File: src/rtl/pipe_ctrl_pkg.sv
// Shared types and constants for the pipeline hazard/sequencing controller.
// Register-address width and controller state encoding.
package pipe_ctrl_pkg;
    localparam int REG_ADDR_W = 3;

    typedef enum logic [2:0] {
        ST_RUN      = 3'd0,
        ST_MEM_WAIT = 3'd1,
        ST_DRAIN    = 3'd2,
        ST_HALT     = 3'd3,
        ST_ERR      = 3'd4
    } state_t;
endpackage

File: src/rtl/load_use_detect.sv
// Combinational load-use comparator: flags an ID-stage source that depends on
// the load currently in EX. R0 is compared like any other register.
module load_use_detect
    import pipe_ctrl_pkg::*;
(
    input  logic [REG_ADDR_W-1:0] id_rs1,
    input  logic [REG_ADDR_W-1:0] id_rs2,
    input  logic                  id_use_rs1,
    input  logic                  id_use_rs2,
    input  logic [REG_ADDR_W-1:0] ex_rd,
    input  logic                  ex_mem_read,
    output logic                  load_use
);
    logic [REG_ADDR_W-1:0] src [2];
    logic [1:0]            used;
    logic [1:0]            match;

    assign src[0] = id_rs1;
    assign src[1] = id_rs2;
    assign used   = {id_use_rs2, id_use_rs1};

    generate
        for (genvar gi = 0; gi < 2; gi++) begin : g_src
            assign match[gi] = used[gi] & (src[gi] == ex_rd);
        end
    endgenerate

    assign load_use = ex_mem_read & (|match);
endmodule

File: src/rtl/pipeline_hazard_ctrl.sv
// Central sequencer for the 5-stage pipeline: stage enables/flushes for
// load-use, taken branches, memory waits, drain-then-halt and timeout trap.
module pipeline_hazard_ctrl
    import pipe_ctrl_pkg::*;
#(
    parameter int MEM_TIMEOUT  = 15,
    parameter int DRAIN_CYCLES = 3
) (
    input  logic                  clk,
    input  logic                  reset,
    input  logic [REG_ADDR_W-1:0] id_rs1,
    input  logic [REG_ADDR_W-1:0] id_rs2,
    input  logic                  id_use_rs1,
    input  logic                  id_use_rs2,
    input  logic [REG_ADDR_W-1:0] ex_rd,
    input  logic                  ex_mem_read,
    input  logic                  ex_branch_taken,
    input  logic                  mem_access,
    input  logic                  mem_ready,
    input  logic                  halt_in,
    output logic                  pc_en,
    output logic                  ifid_en,
    output logic                  ifid_flush,
    output logic                  idex_en,
    output logic                  idex_flush,
    output logic                  exmem_en,
    output logic                  memwb_en,
    output logic                  memwb_bubble,
    output logic                  halted,
    output logic                  mem_error,
    output logic [15:0]           stall_cycles
);
    localparam logic [7:0] TIMEOUT_W = 8'(MEM_TIMEOUT);
    localparam logic [2:0] DRAIN_W   = 3'(DRAIN_CYCLES);

    state_t      state_reg, state_next;
    logic [7:0]  wait_cnt_reg, wait_cnt_next;
    logic [2:0]  drain_cnt_reg, drain_cnt_next;
    logic        mem_error_reg, mem_error_next;
    logic [15:0] stall_cnt_reg;
    logic        load_use;
    logic        mem_stall;
    logic        freeze;
    logic        count_stall;

    load_use_detect u_load_use_detect (
        .id_rs1      (id_rs1),
        .id_rs2      (id_rs2),
        .id_use_rs1  (id_use_rs1),
        .id_use_rs2  (id_use_rs2),
        .ex_rd       (ex_rd),
        .ex_mem_read (ex_mem_read),
        .load_use    (load_use)
    );

    assign mem_stall = mem_access & ~mem_ready;

    always_comb begin
        state_next     = state_reg;
        wait_cnt_next  = wait_cnt_reg;
        drain_cnt_next = drain_cnt_reg;
        mem_error_next = mem_error_reg;
        freeze         = 1'b0;
        halted         = 1'b0;
        pc_en          = 1'b1;
        ifid_en        = 1'b1;
        ifid_flush     = 1'b0;
        idex_en        = 1'b1;
        idex_flush     = 1'b0;
        exmem_en       = 1'b1;
        memwb_en       = 1'b1;
        memwb_bubble   = 1'b0;

        case (state_reg)
            ST_RUN: begin
                if (mem_stall) begin
                    freeze        = 1'b1;
                    state_next    = ST_MEM_WAIT;
                    wait_cnt_next = 8'd1;
                end else if (ex_branch_taken) begin
                    ifid_flush = 1'b1;
                    idex_flush = 1'b1;
                end else if (load_use) begin
                    pc_en      = 1'b0;
                    ifid_en    = 1'b0;
                    idex_flush = 1'b1;
                end else if (halt_in) begin
                    pc_en          = 1'b0;
                    ifid_flush     = 1'b1;
                    state_next     = ST_DRAIN;
                    drain_cnt_next = 3'd1;
                end
            end
            ST_MEM_WAIT: begin
                if (mem_ready) begin
                    state_next    = ST_RUN;
                    wait_cnt_next = 8'd0;
                end else if (wait_cnt_reg == TIMEOUT_W) begin
                    freeze         = 1'b1;
                    state_next     = ST_ERR;
                    mem_error_next = 1'b1;
                end else begin
                    freeze        = 1'b1;
                    wait_cnt_next = wait_cnt_reg + 8'd1;
                end
            end
            ST_DRAIN: begin
                // A memory stall pauses the drain without consuming a drain cycle.
                if (mem_stall) begin
                    freeze = 1'b1;
                end else begin
                    pc_en      = 1'b0;
                    ifid_flush = 1'b1;
                    if (drain_cnt_reg == DRAIN_W) begin
                        state_next = ST_HALT;
                    end else begin
                        drain_cnt_next = drain_cnt_reg + 3'd1;
                    end
                end
            end
            ST_HALT: begin
                freeze = 1'b1;
                halted = 1'b1;
            end
            ST_ERR: begin
                freeze = 1'b1;
            end
            default: begin
                state_next = ST_RUN;
            end
        endcase

        if (freeze) begin
            pc_en        = 1'b0;
            ifid_en      = 1'b0;
            ifid_flush   = 1'b0;
            idex_en      = 1'b0;
            idex_flush   = 1'b0;
            exmem_en     = 1'b0;
            memwb_en     = 1'b0;
            memwb_bubble = 1'b1;
        end
    end

    assign count_stall = ~pc_en & ((state_reg == ST_RUN) | (state_reg == ST_MEM_WAIT) |
                                   (state_reg == ST_DRAIN));

    always_ff @(posedge clk) begin
        if (reset) begin
            state_reg     <= ST_RUN;
            wait_cnt_reg  <= 8'd0;
            drain_cnt_reg <= 3'd0;
            mem_error_reg <= 1'b0;
            stall_cnt_reg <= 16'd0;
        end else begin
            state_reg     <= state_next;
            wait_cnt_reg  <= wait_cnt_next;
            drain_cnt_reg <= drain_cnt_next;
            mem_error_reg <= mem_error_next;
            if (count_stall && (stall_cnt_reg != 16'hFFFF)) begin
                stall_cnt_reg <= stall_cnt_reg + 16'd1;
            end
        end
    end

    assign mem_error    = mem_error_reg;
    assign stall_cycles = stall_cnt_reg;
endmodule

File: config.mk
export PLATFORM = sky130hd
export DESIGN_NAME = pipeline_hazard_ctrl
export DESIGN_NICKNAME = d
export VERILOG_FILES = /design/src/rtl/pipe_ctrl_pkg.sv /design/src/rtl/load_use_detect.sv /design/src/rtl/pipeline_hazard_ctrl.sv
export SDC_FILE = /design/constraint.sdc
export NUM_CORES = 1
export LEC_CHECK = 0
export BUFFER_PORTS_ARGS = -buffer_cell sky130_fd_sc_hd__buf_2
export CAP_MARGIN = 20
export CORE_UTILIZATION = 38
export DETAILED_ROUTE_END_ITERATION = 16
export MAX_ROUTING_LAYER = met4
export SLEW_MARGIN = 30
export SYNTH_ARGS = -nofsm -noshare
export SYNTH_HDL_FRONTEND = slang
export SYNTH_SLANG_ARGS = --single-unit
File: constraint.sdc
create_clock -name clk -period 3 [get_ports clk]
set_input_delay 0.6 -clock clk [delete_from_list [all_inputs] [get_ports clk]]
set_output_delay 0.6 -clock clk [all_outputs]
set_load 0.02 [all_outputs]
# ---- After elaboration in Yosys (flattened, before gate mapping)
# Cells that the tools add are included.
dict set report word_totals {
  regBits 31
  in_bits 18
  out_inout_bits 26
  elab_cells 100
}
dict set report op_classes {
  add_sub_neg 3
  n_eq_ne 22
  n_mux 49
  n_bitwise 10
  reduce_logical 11
}
# op count
set ops {}
lappend ops {{2-to-1 mux 3 bit} 14}
lappend ops {{2-to-1 mux 1 bit} 26}
lappend ops {{2-to-1 mux 8 bit} 3}
lappend ops {{adder 16 x 1 -> 16 bit (second input constant)} 1}
lappend ops {{!= test 16 bit (second input constant)} 1}
lappend ops {{!= test 2 bit (second input constant)} 8}
lappend ops {{one-hot mux 8 bit (2 select lines)} 1}
lappend ops {{!= test 3 bit (second input constant)} 5}
lappend ops {{AND reduction 7 bit} 2}
lappend ops {{one-hot mux 3 bit (4 select lines)} 1}
lappend ops {{== test 3 x 2 -> 1 bit (second input constant)} 3}
lappend ops {{adder 8 x 1 -> 8 bit (second input constant)} 1}
lappend ops {{== test 8 x 4 -> 1 bit (second input constant)} 1}
lappend ops {{== test 3 bit} 2}
lappend ops {{one-hot mux 3 bit (2 select lines)} 1}
lappend ops {{AND reduction 3 bit} 2}
lappend ops {{OR reduction 2 bit} 3}
lappend ops {{AND 1 bit} 5}
lappend ops {{one-hot mux 1 bit (2 select lines)} 2}
lappend ops {{nonzero test 2 bit} 2}
lappend ops {{adder 3 x 1 -> 3 bit (second input constant)} 1}
lappend ops {{== test 3 x 1 -> 1 bit (second input constant)} 1}
lappend ops {{== test 3 bit (second input constant)} 1}
lappend ops {{zero test 3 bit} 1}
lappend ops {{4 further kinds} 7}

# ---- Longest topological paths before layout
dict set report logic_depth {
  word_depth 12
  mapped_depth 10
  mapped_depth_nobuf 7
}

# ---- Hierarchy
# Synthesis repeated with hierarchy kept, for this count alone.
dict set report hier_totals {
  hier_cells 217
  area_unflattened_um2 1801.7
}
# mod instances cells_per_inst area_per_inst_um2
set modules_own_cells {}
lappend modules_own_cells {pipeline_hazard_ctrl 1 208 1729.2}
lappend modules_own_cells {load_use_detect 1 9 72.6}

# ---- Least setup slack after synthesis
# No wires, ideal clock.
dict set report synth_path {
  path_kind {input to output}
  start {input mem_access}
  end {output idex_en}
  arrival_time_ns 2.016
  setup_slack_ns 0.384
  stages 5
  cell_sequence {nor2b_1 -> a21oi_1 -> o21ai_0 -> inv_1 -> buf_4}
}
dict set report synth_between {
  elab_chain_len 4
}
# item line_no
set synth_rtl {}
lappend synth_rtl {{from (decl)} pipeline_hazard_ctrl.sv:18} ;# input logic mem_access,
lappend synth_rtl {{AND 1 bit} pipeline_hazard_ctrl.sv:56} ;# assign mem_stall = mem_access & ~mem_ready;
lappend synth_rtl {{2-to-1 mux 1 bit} {pipeline_hazard_ctrl.sv:76, pipeline_hazard_ctrl.sv:109}}
lappend synth_rtl {{one-hot mux 1 bit (3 select lines)} pipeline_hazard_ctrl.sv:74} ;# case (state_reg)
lappend synth_rtl {{2-to-1 mux 1 bit} --}
lappend synth_rtl {{to (decl)} pipeline_hazard_ctrl.sv:24} ;# output logic idex_en,
# No other way between the ends.

# ---- Worst setup path in the final report
dict set report layout_path {
  start {register state_reg[2]}
  end {output pc_en}
}
dict set report layout_between {
  elab_chain_len 4
}
# item line_no
set layout_rtl {}
lappend layout_rtl {{from (decl)} pipeline_hazard_ctrl.sv:36} ;# state_t state_reg, state_next;
lappend layout_rtl {{from (signal assigned)} pipeline_hazard_ctrl.sv:156} ;# state_reg <= state_next;
lappend layout_rtl {{== test 3 bit (tied with other cells)} pipeline_hazard_ctrl.sv:74}
lappend layout_rtl {{OR reduction 2 bit (no line)} --}
lappend layout_rtl {{one-hot mux 1 bit (3 select lines)} pipeline_hazard_ctrl.sv:74}
lappend layout_rtl {{2-to-1 mux 1 bit (*)} pipeline_hazard_ctrl.sv:133} ;# if (freeze) begin
lappend layout_rtl {{to (decl)} pipeline_hazard_ctrl.sv:21} ;# output logic pc_en,
# Every way passes the cells marked *; elsewhere a longest branch is shown, timed or not.

==> run metrics <==
Synth Net Count ~250; DR vias/cell 5.43; Syn Area/Cell 8.01 um^2; H-tree Lvls 2; WL per Instance 12.5 um; top cells by instance count after synthesis dfxtp_1 (31), nor2_1 (30), a21oi_1 (20), nand2_1 (14); fraction of layout cells with a size suffix above 1 0.217; CTS max path bufs 2; Starting DRT DRC Count 103; Main synth FF type dfxtp_1; EDFF count, synth 0; P&R area growth vs syn 17.8%; hold buffer count at CTS 0; CP Data Arrival Time between 2000 and 2500 ps; Tightest Hold Check Type reg2reg; DRC Markers 0; Routed Antenna Nets 0; main area contributors after synthesis dfxtp_1 (34%), nor2_1 (6.2%), a21oi_1 (5.5%); Clock Skews around 2.3 ps; # placed instances between 300 and 400; die footprint between 5000 and 6000 um^2; post-synth top area cell dfxtp_1; status complete, no violations; Yosys Warn Count 0; hold path cells 2; Post-synth ARST share 0; post-detail-place hpwl roughly 2.9 mm; CTS resizes 0; initial antenna violation count 0; Starting Density 0.405; Clock transition at path regs roughly 60 ps; flop and latch count out of synthesis 31; Final setup viols 0; crit path max fanout 11; vias in the first global route 1625; Peak supply drop 326 uV; Top Ports 44; max reg flops 16; total CTS buffers 5; CP endpoint kind output pin; top-count cell post-synth dfxtp_1; core area 4470 um^2; Final Cycle Share 0.885; largest net degree at the start of global routing 30; site row count 24; Worst Reg-to-Reg Cells 6; max-cap violations 0; final-report max-slew violation count 0; largest family of logic cells by synthesized area simple AND/OR/NAND/NOR gates; Synth Area in XOR/XNOR 0.0767; Die X around 70 um; Clock Latency Late Sink between 200 and 300 ps; Worst slew margin 0.519; setup bufs post-CTS 0; final total power ~1.1 mW; CTS Sinks 31; first-pass GRT wire length slightly above 7 mm; Critical Path RT 2400 ps; final hold vios 0; Worst setup SP type flip-flop; ant diodes 0; CTS tree yes; post-synth top area share 0.343; fin cells ~320; Synth Area in Adders 0.0276; RSZ-0062 raised after global routing no; Compound-Gate Fraction of Synth Area 0.200; vias roughly 1700; grt ovf 0; WS Path Type reg2out; Synth cell types 46; Power Dens Cells around 530 nW/um^2; Mapped Area ~1800 um^2; root buffer cell clkbuf_8; Cells after Synth ~230; fmax 377 MHz; Placer Congestion between 0.7 and 0.8; chip height 71.0 um; DR pass1 iterations 6; Final nets 289; # port buffers 43; final wirelength roughly 4 mm; Static Leak roughly 0.85 nW; post-layout min period 2650 ps; Final TNS setup 0 ps; simple-gate share of the synthesized area 0.294; GRT Util Overall 0.182; sequential-to-total area share from yosys stat 0.343; Least-Margin Pin Slew approximately 720 ps; Fill cells roughly 460; mux cell area share after synthesis 0.0111
metal layers:
metal / vias up / GRT usage / routed length [um]
met4: 0 / 0.0667 / 53
li1: 896 / - / -
met2: 34 / 0.297 / 1820
met3: 6 / 0.0342 / 154
met1: 796 / 0.225 / 1950
met5: - / - / 0
path summary, 6_finish.rpt:
path | from | slack [ps] | end
max | state_reg[2] | 350 | pc_en
min | mem_error | 450 | mem_error
max reg2reg | state_reg[2] | 510 | stall_cycles[15]
min reg2reg | mem_error | 450 | mem_error
cell type report:
type / count / area (um^2) / area share
multi-input cells: 177 / 1100 / 0.517
repair buffers: 45 / 230 / 0.108
inverters: 7 / 26.3 / 0.0123
clock buffers: 6 / 82.6 / 0.0387
well taps: 52 / 65.1 / 0.0305
clock inverters: 1 / 5.00 / 0.00235
flip-flops and latches: 31 / 621 / 0.291
layout by cell type (no fill, tap or decap), types with 5 or more instances in the layout:
| master | instances |
|---|---|
| or4_1 | 6 |
| clkbuf_8 | 6 |
| nor3_1 | 5 |
| a21oi_1 | 20 |
| and3_1 | 6 |
| nand2_1 | 14 |
| inv_1 | 7 |
| nand2b_1 | 6 |
| nor2b_1 | 5 |
| xor2_1 | 6 |
| nand3_1 | 10 |
| o31ai_1 | 6 |
| nor2_1 | 30 |
| or3_1 | 5 |
| xnor2_1 | 8 |
| buf_2 | 43 |
| nand4_1 | 6 |
| dfxtp_1 | 31 |
| o21ai_0 | 10 |
metrics by stage:
stage / util / hold WS [ps] / area [um^2] / setup slack, ps
2_1_floorplan: - / 449 / 1810 / 384
3_3_place_gp: 0.457 / 439 / 2050 / 315
3_5_place_dp: 0.457 / 443 / 2050 / 213
4_1_cts: 0.477 / 453 / 2130 / 312
5_1_grt: 0.477 / 480 / 2130 / 152
6_report: 0.477 / 446 / 2130 / 346
cells by family (layout without fill, tap and decap cells):
logic type               Yosys count  in the layout
AO/OA/AOI/OAI                     54             54
multiplexers                       2              2
AND/OR/NAND/NOR                  102            102
adder cells (fa/ha/maj)            4              4
flip-flops                        31             31
XOR/XNOR                          15             15
buffers and inverters             18             59
where the power goes:
| group | switching, mW | leakage (nW) | internal, mW |
|---|---|---|---|
| clock | 0.152 | 0.0470 | 0.180 |
| sequential | 0.0288 | 0.251 | 0.437 |
| combinational | 0.216 | 0.557 | 0.124 |
| total | 0.396 | 0.855 | 0.741 |
worst max-delay path, stage by stage (launching register included):
cell and delay [ps]:
dfxtp_1 400, nor2_1 320, nand3_1 230, a2111oi_4 430, nor2_1 110, o21a_1 130, buf_2 150
Power figures use the tool's default switching activity.
